`src/rtl/muldiv_unit.sv`:
```
// muldiv_unit: iterative RV32M multiply/divide unit that stalls the pipeline until its result is ready
module muldiv_unit #(
  parameter int XLEN = 32,
  parameter int REG_ID_W = 5
) (
  input  logic                clk,
  input  logic                rst,
  input  logic                start,
  input  logic [2:0]          op,
  input  logic [XLEN-1:0]     operand_a,
  input  logic [XLEN-1:0]     operand_b,
  input  logic [REG_ID_W-1:0] rd_id,
  input  logic                flush,
  output logic                busy,
  output logic                stall,
  output logic                result_valid,
  output logic [XLEN-1:0]     result,
  output logic [REG_ID_W-1:0] result_rd
);
  typedef enum logic [1:0] {IDLE, MUL_RUN, DIV_RUN, DONE} state_t;
  localparam int CW = $clog2(XLEN);
  state_t state_q, state_d;
  logic [XLEN-1:0] hi_q, hi_d, lo_q, lo_d, mag_q, mag_d, result_q, result_d;
  logic [CW-1:0] cnt_q, cnt_d;
  logic [2:0] op_q, op_d;
  logic [REG_ID_W-1:0] rd_q, rd_d, result_rd_q, result_rd_d;
  logic neg_q, neg_d, rneg_q, rneg_d;
  logic sa, sb, div_zero, div_ovf, is_mul, last;
  logic [XLEN-1:0] abs_a, abs_b, quo, rem;
  logic [2*XLEN-1:0] prod;
  logic [XLEN+1:0] add_x, add_y, sum;
  assign sa = (op == 3'd1) | (op == 3'd2) | (op[2] & ~op[0]);
  assign sb = (op == 3'd1) | (op[2] & ~op[0]);
  assign abs_a = (sa & operand_a[XLEN-1]) ? -operand_a : operand_a;
  assign abs_b = (sb & operand_b[XLEN-1]) ? -operand_b : operand_b;
  assign div_zero = operand_b == '0;
  assign div_ovf = ~op[0] & (operand_a == {1'b1, {(XLEN-1){1'b0}}}) & (&operand_b);
  assign is_mul = state_q == MUL_RUN;
  assign last = cnt_q == CW'(XLEN-1);
  // Shared adder: multiply accumulates hi+mag, divide trial-subtracts mag from the shifted remainder
  assign add_x = is_mul ? {2'b00, hi_q} : {1'b0, hi_q, lo_q[XLEN-1]};
  assign add_y = is_mul ? (lo_q[0] ? {2'b00, mag_q} : '0) : ~{2'b00, mag_q};
  assign sum = add_x + add_y + {{(XLEN+1){1'b0}}, ~is_mul};
  always_comb begin
    state_d = state_q;
    hi_d = hi_q;
    lo_d = lo_q;
    mag_d = mag_q;
    cnt_d = cnt_q;
    op_d = op_q;
    rd_d = rd_q;
    neg_d = neg_q;
    rneg_d = rneg_q;
    result_d = result_q;
    result_rd_d = result_rd_q;
    prod = '0;
    quo = '0;
    rem = '0;
    case (state_q)
      IDLE: if (start && !flush) begin
        op_d = op;
        rd_d = rd_id;
        cnt_d = '0;
        hi_d = '0;
        neg_d = (sa & operand_a[XLEN-1]) ^ (sb & operand_b[XLEN-1]);
        rneg_d = sa & operand_a[XLEN-1];
        lo_d = op[2] ? abs_a : abs_b;
        mag_d = op[2] ? abs_b : abs_a;
        state_d = !op[2] ? MUL_RUN : (div_zero || div_ovf) ? DONE : DIV_RUN;
        if (op[2] && (div_zero || div_ovf)) begin
          result_d = div_zero ? (op[1] ? operand_a : '1) : (op[1] ? '0 : operand_a);
          result_rd_d = rd_id;
        end
      end
      MUL_RUN, DIV_RUN: begin
        cnt_d = cnt_q + 1'b1;
        if (is_mul) {hi_d, lo_d} = {sum[XLEN:1], sum[0], lo_q[XLEN-1:1]};
        else if (sum[XLEN+1]) {hi_d, lo_d} = {hi_q[XLEN-2:0], lo_q, 1'b0};
        else {hi_d, lo_d} = {sum[XLEN-1:0], lo_q[XLEN-2:0], 1'b1};
        prod = neg_q ? -{hi_d, lo_d} : {hi_d, lo_d};
        quo = neg_q ? -lo_d : lo_d;
        rem = rneg_q ? -hi_d : hi_d;
        if (flush) state_d = IDLE;
        else if (last) begin
          state_d = DONE;
          result_d = op_q[2] ? (op_q[1] ? rem : quo) : (op_q[1:0] == 2'd0 ? prod[XLEN-1:0] : prod[2*XLEN-1:XLEN]);
          result_rd_d = rd_q;
        end
      end
      default: state_d = IDLE;
    endcase
  end
  always_ff @(posedge clk or posedge rst) begin
    if (rst) begin
      state_q <= IDLE;
      hi_q <= '0;
      lo_q <= '0;
      mag_q <= '0;
      cnt_q <= '0;
      op_q <= '0;
      rd_q <= '0;
      neg_q <= 1'b0;
      rneg_q <= 1'b0;
      result_q <= '0;
      result_rd_q <= '0;
    end else begin
      state_q <= state_d;
      hi_q <= hi_d;
      lo_q <= lo_d;
      mag_q <= mag_d;
      cnt_q <= cnt_d;
      op_q <= op_d;
      rd_q <= rd_d;
      neg_q <= neg_d;
      rneg_q <= rneg_d;
      result_q <= result_d;
      result_rd_q <= result_rd_d;
    end
  end
  assign busy = state_q != IDLE;
  assign stall = !rst & ((start & state_q == IDLE & !flush) | state_q == MUL_RUN | state_q == DIV_RUN);
  assign result_valid = state_q == DONE;
  assign result = result_q;
  assign result_rd = result_rd_q;
endmodule
```
`config.mk`:
```
export PLATFORM = sky130hd
export DESIGN_NAME = muldiv_unit
export DESIGN_NICKNAME = d
export VERILOG_FILES = /design/src/rtl/muldiv_unit.sv
export SDC_FILE = /design/constraint.sdc
export NUM_CORES = 1
export LEC_CHECK = 0
export ABC_AREA = 0
export CORE_ASPECT_RATIO = 0.75
export CORE_UTILIZATION = 47
export DETAILED_ROUTE_END_ITERATION = 12
export PLACE_DENSITY_LB_ADDON = 0.1
export SYNTH_ARGS = -nofsm -noshare
export SYNTH_HDL_FRONTEND = slang
export SYNTH_SLANG_ARGS = --single-unit
```
`constraint.sdc`:
```
create_clock -name clk -period 20 [get_ports clk]
set_input_delay 4 -clock clk [delete_from_list [all_inputs] [get_ports clk]]
set_output_delay 4 -clock clk [all_outputs]
set_load 0.005 [all_outputs]
```
==> impl_metrics.sql <==
INSERT INTO impl_metrics (metric_group, metric, value, unit) VALUES
('final_layout', 'area_growth_syn_to_layout', '12.65', '%'),
('worst_setup_path', 'worst_setup_path_endpoint', 'stall', ''),
('route', 'final_antenna_net_count', '0', ''),
('route', 'routed_via_density', '6.511', ''),
('worst_setup_path', 'timing.reg2reg.worst_path_depth', '22', ''),
('worst_setup_path', 'critPathMaxStageDelay', '530', 'ps'),
('worst_setup_path', 'worst-path-max-fanout', '25', ''),
('yosys', 'syn-cell-area', '0.01514', 'mm²'),
('yosys', 'synthesis.nets', '2180', ''),
('clocking', 'ctsHoldBuffers', '0', ''),
('worst_setup_path', 'slowest_stage', 'clkdlybuf4s50_1', ''),
('route', 'via_count', '16270', ''),
('global_route', 'overall_routing_resource_usage', '36.85', '%'),
('yosys', 'post_synth.cell_area_avg', '7.356', 'µm²'),
('clocking', 'tritoncts', 'done', ''),
('yosys', 'synth_top_family_by_area', 'compound AO/OA/AOI/OAI gates', ''),
('floorplan', 'die-area', '0.03294', 'mm²'),
('clocking', 'postCtsSetupBuffers', '0', ''),
('clocking', 'clkSinkCount', '150', ''),
('floorplan', 'fp-row-count', '56', ''),
('floorplan', 'ios', '116', ''),
('floorplan', 'floorplan.initialDensity', '48.12', '%'),
('route', 'drc', '0', ''),
('worst_setup_path', 'timing.critical_path.arrival', '5830', 'ps'),
('worst_setup_path', 'timing.critical_path.mode_cell', 'clkdlybuf4s50_1', ''),
('route', 'met2RoutedLength', '24770', 'µm'),
('timing', 'hold_violations', '0', ''),
('yosys', 'synth_top_cell_by_area', 'dfrtp_1', ''),
('worst_setup_path', 'critPathKind', 'primary input to output port', ''),
('place', 'pre_cts_ws', '10170', 'ps'),
('place', 'placed_cell_area', '0.01644', 'mm²'),
('yosys', 'synth-main-ff-cell', 'dfrtp_1', ''),
('yosys', 'synth_cell_type_count', '99', ''),
('yosys', 'compound_cell_area_share_of_the_yosys_netlist', '30.06', '%'),
('worst_setup_path', 'critical_path.startpoint', 'flush', ''),
('final_layout', 'multi_input_combinational_cell_area', '0.01071', 'mm²'),
('floorplan', 'die_x', '209.2', 'µm'),
('status', 'status', 'finished, final reports clean', ''),
('worst_setup_path', 'worstSetupEndpointType', 'output port', ''),
('yosys', 'synth.most_common_cell', 'nand2_1', ''),
('timing', 'grt_setup_unrepaired', 'false', ''),
('yosys', 'fraction_of_post_synthesis_cell_area_in_the_top_cell_type_by_area', '24.80', '%'),
('global_route', 'antenna_found_initial', '4', ''),
('route', 'avgRoutedWirePerCell', '24.46', 'µm'),
('timing', 'final.min_clock_period', '9827', 'ps'),
('worst_setup_path', 'critical_path.reg2reg.startpoint', 'state_q[1]', ''),
('worst_setup_path', 'reg2reg_setup_slack', '11320', 'ps'),
('place', 'globalplace.congestion', '1.003', ''),
('worst_setup_path', 'r2r_end', 'result[20]', ''),
('final_layout', 'filler_cell_count', '3012', ''),
('yosys', 'synth_simple_gate_area_share', '21.80', '%'),
('flow_run', 'max_cap_viol_count', '0', ''),
('global_route', 'grt_overflow_total', '0', ''),
('route', 'dr_iter_0_viols', '2164', ''),
('clocking', 'cts_root_buffer', 'clkbuf_16', ''),
('global_route', 'first_global_vias', '14430', ''),
('timing', 'clock.fmax', '101.8', 'MHz'),
('worst_setup_path', 'crit_path_cell_trace', 'clkdlybuf4s50_1 -> nand2b_1 -> or2_2 -> a21oi_1 -> clkdlybuf4s50_1', ''),
('yosys', 'synth_common_cells', 'nand2_1, o21ai_0, nor2_1, a21oi_1, dfrtp_1', ''),
('yosys', 'adder_cell_fraction_of_synth_area', '4.100', '%'),
('final_layout', 'seqCellArea', '0.003754', 'mm²'),
('yosys', 'synth.yosys.warnings', '0', ''),
('min_path', 'hold_class', 'register to register', ''),
('floorplan', 'chipHeight', '157.4', 'µm'),
('final_layout', 'finish.net_count', '2199', ''),
('route', 'met3_length', '7029', 'µm'),
('clocking', 'cts-resized-gates', '0', ''),
('place', 'detailedPlacementHpwl', '47900', 'µm'),
('clocking', 'worst_skew_pair_later_pin_latency', '460', 'ps'),
('worst_setup_path', 'cp.required', '16000', 'ps'),
('clocking', 'cts_htree_levels', '4', '');
## registers in the layout (all words and copies together), names as in the netlist
| signal | cells |
|---|---|
| result_rd | 5 |
| rneg_q | 1 |
| cnt_q | 5 |
| neg_q | 1 |
| op_q | 3 |
| result | 32 |
| state_q | 2 |
| rd_q | 5 |
| mag_q | 32 |
| hi_q | 32 |
| lo_q | 32 |
## worst min-delay path by stage
stage / from / end / slack (ps) / cells past startpoint
5_1_grt: rd_q[1] / rd_q[1] / 510 / 2
2_1_floorplan: cnt_q[4] / cnt_q[4] / 450 / 2
3_3_place_gp: cnt_q[4] / cnt_q[4] / 460 / 2
3_5_place_dp: rd_q[1] / rd_q[1] / 460 / 2
6_report: rd_q[4] / rd_q[4] / 480 / 2
4_1_cts: rd_q[1] / rd_q[1] / 490 / 2
## through the flow
step	utilization [%]	hold WS, ps	std cells
after floorplan	-	445.3	2058
after global placement	52.27	459.0	2464
after detailed placement	52.27	464.5	2464
after CTS	54.19	485.7	2496
after global routing	54.19	509.6	2496
final	54.21	483.4	2498
## critical path: cells and delay by family
| kind | cells | cell delay [ps] |
|---|---|---|
| buffers and inverters | 2 | 970 |
| and+or+nand+nor | 2 | 640 |
| AOI/OAI and AO/OA | 1 | 220 |
## logic make-up (layout without fill, tap and decap cells)
kind of cell	Yosys count	count (layout)
xor gates and xnor gates	158	158
buffers and inverters	177	209
and+or+nand+nor	719	719
other	0	2
AOI/OAI and AO/OA	727	727
DFF	150	150
adders and majority gates	49	49
muxes	78	78
## layer usage
layer	up-vias	GRT usage, %
met1	7709	54.15
li1	7565	-
met3	96	9.717
met5	-	0
met2	891	51.76
met4	4	11.62
## cell usage in the layout (no fill, tap or decap), types with 19 or more instances in the layout
cell type and instances:
nand2_1 299, o21ai_0 278, nor2_1 186, a21oi_1 164
dfrtp_1 150, clkdlybuf4s50_1 114, xnor2_1 100, xor2_1 58
nor3_1 46, ha_1 42, mux2i_1 41, mux2_2 37
inv_1 34, nand3_1 28, nand4_1 26, o211ai_1 24
buf_4 24, a211oi_1 21, o31ai_1 21, o221ai_1 20
a22o_1 19
## cell type report
| class | count | area share [%] |
|---|---|---|
| repair buffers | 138 | 7.748 |
| well taps | 406 | 2.979 |
| multi-input cells | 1731 | 62.80 |
| clock buffers | 19 | 2.597 |
| inverters | 39 | 0.8877 |
| clock inverters | 13 | 0.9464 |
| flip-flops and latches | 150 | 22.01 |
| diodes | 2 | 0.02935 |
Power is left out: the tool's default activity adds up to more than one toggle a clock period on the data nets, which glitch-free logic cannot reach.
